===== config.mk =====
export PLATFORM = sky130hd
export DESIGN_NAME = score_buffer
export DESIGN_NICKNAME = d
export VERILOG_FILES = /design/src/rtl/score_buffer.sv
export SDC_FILE = /design/constraint.sdc
export NUM_CORES = 1
export LEC_CHECK = 0
export BUFFER_PORTS_ARGS = -buffer_cell sky130_fd_sc_hd__buf_2
export CORE_UTILIZATION = 45
export CTS_BUF_LIST = sky130_fd_sc_hd__clkbuf_4 sky130_fd_sc_hd__clkbuf_8 sky130_fd_sc_hd__clkbuf_16
export CTS_CLUSTER_DIAMETER = 120
export DETAILED_ROUTE_END_ITERATION = 7
export SLEW_MARGIN = 20
export SYNTH_ARGS = -nofsm -noshare
export SYNTH_HDL_FRONTEND = slang
export SYNTH_SLANG_ARGS = --single-unit

===== constraint.sdc =====
create_clock -name clk -period 4 [get_ports clk]
set_input_delay 0.8 -clock clk [delete_from_list [all_inputs] [get_ports clk]]
set_output_delay 0.8 -clock clk [all_outputs]
set_load 0.005 [all_outputs]

===== src/rtl/score_buffer.sv =====
// score_buffer
//   Collects one frame of signed scores from a producer, hands the frame to an
//   external argmax engine, and holds the winning index until a consumer
//   accepts it.
//
// Parameters
//   DEPTH   score entries stored per frame (<= 16, limited by am_max_index)
//   DATA_W  signed score width
//
// Ports
//   clk, resetn                    clock, asynchronous active-low reset
//   size                           requested frame length, sampled on the first
//                                  accepted element of each frame
//   in_valid / in_ready / in_data  producer score stream
//   am_start                       one-cycle launch pulse to the argmax engine
//   am_size                        latched effective frame length
//   am_addr / am_data              combinational read port for the engine
//   am_done / am_max_index         engine completion level and result
//   res_valid / res_ready          result handshake to the consumer
//   res_index / res_frame          winning index and its frame sequence number

module score_buffer #(
  parameter int unsigned DEPTH  = 16,
  parameter int unsigned DATA_W = 32
) (
  input  logic                     clk,
  input  logic                     resetn,
  input  logic [15:0]              size,
  input  logic                     in_valid,
  output logic                     in_ready,
  input  logic signed [DATA_W-1:0] in_data,
  output logic                     am_start,
  output logic [15:0]              am_size,
  input  logic [15:0]              am_addr,
  output logic signed [DATA_W-1:0] am_data,
  input  logic                     am_done,
  input  logic [3:0]               am_max_index,
  output logic                     res_valid,
  input  logic                     res_ready,
  output logic [3:0]               res_index,
  output logic [7:0]               res_frame
);

  // NW holds counts 0..DEPTH inclusive; AW addresses 0..DEPTH-1.
  localparam int unsigned NW = $clog2(DEPTH + 1);
  localparam int unsigned AW = (DEPTH > 1) ? $clog2(DEPTH) : 1;

  typedef enum logic [1:0] {
    S_FILL,
    S_LAUNCH,
    S_WAIT,
    S_RESULT
  } state_t;

  state_t                   r_state;
  state_t                   w_state_nxt;

  logic [NW-1:0]            r_wr_ptr;
  logic [NW-1:0]            r_n_eff;
  logic [NW-1:0]            w_size_eff;
  logic [NW-1:0]            w_n_eff_cur;
  logic                     w_push;
  logic                     w_capture;
  logic                     w_release;

  logic [3:0]               r_res_index;
  logic [7:0]               r_res_frame;

  logic signed [DATA_W-1:0] r_mem [DEPTH];

  // ---------------------------------------------------------------------------
  // Effective frame length
  // ---------------------------------------------------------------------------
  always_comb begin
    w_size_eff = NW'(DEPTH);
    if ((size != '0) && (size <= 16'(DEPTH))) begin
      w_size_eff = NW'(size);
    end
  end

  // The first transfer of a frame must use the freshly sampled length so that
  // a single-entry frame can finish on that same transfer.
  assign w_n_eff_cur = (r_wr_ptr == '0) ? w_size_eff : r_n_eff;

  // ---------------------------------------------------------------------------
  // FSM: state register
  // ---------------------------------------------------------------------------
  always_ff @(posedge clk or negedge resetn) begin
    if (!resetn) begin
      r_state <= S_FILL;
    end else begin
      r_state <= w_state_nxt;
    end
  end

  // ---------------------------------------------------------------------------
  // FSM: next state and outputs
  // ---------------------------------------------------------------------------
  always_comb begin
    w_state_nxt = r_state;
    in_ready    = 1'b0;
    am_start    = 1'b0;
    res_valid   = 1'b0;
    w_push      = 1'b0;
    w_capture   = 1'b0;
    w_release   = 1'b0;

    unique case (r_state)
      S_FILL: begin
        in_ready = 1'b1;
        if (in_valid) begin
          w_push = 1'b1;
          if (r_wr_ptr == (w_n_eff_cur - NW'(1))) begin
            w_state_nxt = S_LAUNCH;
          end
        end
      end

      // am_done is deliberately not looked at here: a level left over from
      // the previous frame must not be mistaken for this frame's result.
      S_LAUNCH: begin
        am_start    = 1'b1;
        w_state_nxt = S_WAIT;
      end

      S_WAIT: begin
        if (am_done) begin
          w_capture   = 1'b1;
          w_state_nxt = S_RESULT;
        end
      end

      S_RESULT: begin
        res_valid = 1'b1;
        if (res_ready) begin
          w_release   = 1'b1;
          w_state_nxt = S_FILL;
        end
      end

      default: begin
        w_state_nxt = S_FILL;
      end
    endcase
  end

  // ---------------------------------------------------------------------------
  // Frame bookkeeping and result registers
  // ---------------------------------------------------------------------------
  always_ff @(posedge clk or negedge resetn) begin
    if (!resetn) begin
      r_wr_ptr    <= '0;
      r_n_eff     <= NW'(DEPTH);
      r_res_index <= '0;
      r_res_frame <= '0;
    end else begin
      if (w_push) begin
        r_wr_ptr <= r_wr_ptr + NW'(1);
        if (r_wr_ptr == '0) begin
          r_n_eff <= w_size_eff;
        end
      end
      if (w_capture) begin
        r_res_index <= am_max_index;
      end
      if (w_release) begin
        r_wr_ptr    <= '0;
        r_res_frame <= r_res_frame + 8'd1;
      end
    end
  end

  // ---------------------------------------------------------------------------
  // Score storage (no reset; contents are only meaningful once written)
  // ---------------------------------------------------------------------------
  always_ff @(posedge clk) begin
    if (w_push) begin
      r_mem[r_wr_ptr[AW-1:0]] <= in_data;
    end
  end

  // Out-of-frame addresses read as the most negative score so they can never
  // win the argmax.
  always_comb begin
    am_data = {1'b1, {(DATA_W-1){1'b0}}};
    if (am_addr < 16'(r_n_eff)) begin
      am_data = r_mem[am_addr[AW-1:0]];
    end
  end

  assign am_size   = 16'(r_n_eff);
  assign res_index = r_res_index;
  assign res_frame = r_res_frame;

endmodule


==> results_dict.tcl <==
set metrics [dict create \
    outcome "finished clean" \
    synth_top_family_by_area "multiplexers" \
    p_int_mw 9.623 \
    hold_viol_final 0 \
    ant_nets 0 \
    cts-root-buf "clkbuf_16" \
    finalSetupTns_ns 0 \
    synth-simple-area-share_pct 2.978 \
    rsz0062_at_grt "false" \
    cp-start-kind "input port" \
    path_clk_slew_ns 0.06 \
    r2r_setup_slack_ns 0.45 \
    switching_share_pct 22.50 \
    synth-xor-area-share_pct 0.7046 \
    r2r_start "r_wr_ptr[0]" \
    area_growth_pct 15.87 \
    cts_tree "done" \
    grt_first_pass_wirelength_um 66960 \
    final_layout_size_suffix_gt1_share_pct 37.71 \
    dr.pass1.iters 4 \
    fin_worst_skew_ns 0.01540 \
    finalNetCount 1200 \
    ys_seq_area_share_pct 75.61 \
    period_share_pct 90.37 \
    cp_max_fo 28 \
    via_count 9919 \
    core_um2 46460 \
    max_freq_mhz 276.6 \
    post_cts_buffers 0 \
    die_y_um 218.7 \
    grt_max_degree 66 \
    cts_buffer_depth 3 \
    wl_um 45450 \
    synth_ff_type "edfxtp_1" \
    clockPowerShare_pct 38.0 \
    antenna_found_initial 3 \
    reg2regPathDepth 11 \
    synthAdderAreaFrac_pct 0.8289 \
    ys_types 48 \
    overflow 0 \
    ys_async_sr_fraction_pct 4.478 \
    cts_resized 0 \
    yosys_register_bits 536 \
    p_seq_share_pct 52.5 \
    cap_violations 0 \
    fp-row-count 79 \
    avgRoutedWirePerCell_um 25.84 \
    clkSinkCount 536 \
    drcViolationCount 0 \
    synth_area_leader_cell "edfxtp_1" \
    power_density_nw_per_um2 507.1 \
    synth.top_cell.area_share_pct 72.76 \
    grt_usage_pct 19.53 \
    htree_levels 2 \
    crit_type "input port to output pin" \
    regToRegEndpoint "r_state[1]" \
    setup_violations 0 \
    worstPathArrival_ns 2.81 \
    pwr-share-comb_pct 9.4 \
    numPortBuffers 124 \
    avgSynthCellArea_um2 22.46 \
    synth_compound_area_share_pct 1.030 \
    hold_buffers 0 \
    worst_ep_required_time_ns 3.20 \
    slew_headroom_pct 44.38 \
    gp_congestion 0.7575 \
    synth_area_leaders "edfxtp_1 (73%), mux4_2 (17%), dfrtp_1 (2.7%)" \
    hold_path_class "input port to async pin" \
    drtIter0Drc 929 \
    synth_warnings 0 \
    seq_area_um2 15980 \
    power.switching_mw 2.793 \
    final_core_util_pct 52.70 \
    viasPerCell 5.639 \
    synth-edff-count 512 \
    critPathCaptureType "output pin" \
    start_util_pct 45.49 \
    hpwl_um 23890 \
    ios 136 \
    synthMuxAreaShare_pct 17.37 \
    slew_viol_final 0 \
    dieArea_um2 47830 \
    clkLatencyLatePin_ns 0.59 \
    vdd_ir_drop_max_mv 0.3545 \
    worst_pin_slew_ns 0.8324 \
    leakage_nw 8.067 \
    first_global_vias 10350 \
    die_w_um 218.7 \
    syn_area_um2 21130 \
    multiInputGateArea_um2 5000 \
    numCtsBuffers 54 \
    fin_crit_ns 3.615 \
    synthCells 941 \
    fillers 3621 \
]
## cells by family (layout without fill, tap and decap cells)
family,count (synthesis),after routing
XOR/XNOR,17,17
adder cells (fa/ha/maj),14,14
other,1,12
AND/OR/NAND/NOR,111,111
multiplexers,166,166
flip-flops,536,536
AO/OA/AOI/OAI,31,31
buffers and inverters,65,265
## per-layer routing
layer / part of all wire (%) / vias up / GRT usage (%)
met5: 0.018 / - / 0
met4: 1.6 / 2 / 4.630
met3: 5.1 / 63 / 3.410
met2: 50 / 249 / 32.30
met1: 43 / 5330 / 27.10
li1: - / 4275 / -
## area by class of cell
class                   instances  share of cell area, %
diodes                          1                0.01022
clock buffers                  66                  5.958
clock inverters                28                 0.7614
inverters                       9                 0.1380
multi-input cells             350                  20.42
flip-flops and latches        536                  65.25
well taps                     607                  3.102
repair buffers                162                  4.359
## critical path, cell delays in order
cell and delay (ns):
clkbuf_8 0.33, buf_12 0.29, mux4_2 0.55, mux4_2 0.51
nor2b_1 0.15, buf_2 0.13
## power by group through the flow
stage	clock network, mW	registers (mW)	logic, mW
after detailed placement	0	6.64	1.19
after global routing	5.02	6.55	1.27
after floorplan	0	6.63	0.722
final	4.72	6.52	1.17
after CTS	4.82	6.53	1.20
after global placement	0	6.64	1.18
## cells in the mapped netlist (2+ instances only)
library cell	count
nand2b_1	4
nor2b_1	33
nor3_1	6
ha_1	14
buf_2	13
dfrtp_1	23
nand4_1	5
xnor2_1	10
mux2_2	5
o31ai_1	2
nor2_1	17
nand2_1	22
a21oi_1	10
a22oi_1	3
xor2_1	7
inv_1	9
edfxtp_1	512
and2_1	3
and4_1	2
nor4_1	7
nor3b_1	3
nand3_1	2
o21ai_0	6
buf_1	3
clkbuf_1	28
mux4_2	160
buf_4	11
## worst max path at each step
stage                   to         from  slack (ns)  cells past startpoint
6_report       am_data[28]   am_addr[0]        0.39                      6
5_1_grt         r_state[1]  r_wr_ptr[0]        0.17                     14
4_1_cts        am_data[31]   r_n_eff[1]        0.33                     10
3_5_place_dp    r_state[1]      size[0]        0.33                     12
3_3_place_gp   am_data[16]   am_addr[0]        0.34                      6
2_1_floorplan  r_mem[0][0]     in_valid        0.01                      4
## layout by cell type (no fill, tap or decap), drive strengths merged, types with 3 or more instances in the layout
cell	n
a21oi	10
a22oi	4
and2	4
and4	3
buf	161
clkbuf	67
clkinv	22
clkinvlp	3
conb	11
dfrtp	23
edfxtp	512
ha	14
inv	10
mux2	6
mux4	160
nand2	22
nand2b	4
nand4	5
nor2	17
nor2b	33
nor3	6
nor3b	3
nor4	7
o21ai	6
xnor2	10
xor2	7
## stage by stage
stage | total power [mW] | area (µm²) | cells | hold slack, ns | worst slack (ns)
final | 12.42 | 24480 | 1759 | 0.1994 | 0.3851
after global routing | 12.84 | 24480 | 1758 | 0.2171 | 0.1722
after CTS | 12.55 | 24480 | 1758 | 0.1864 | 0.3316
after detailed placement | 7.838 | 22840 | 1664 | 0.4584 | 0.3272
after global placement | 7.816 | 22840 | 1664 | 0.4560 | 0.3422
after floorplan | 7.350 | 21170 | 951 | 0.4683 | 0.01292
## registers in the layout, indices dropped and copies added, names as in the netlist
register	flops
r_wr_ptr	5
r_n_eff	5
r_mem	512
res_frame	8
res_index	4
r_state	2
No activity file was read; power rests on OpenSTA's default activity.
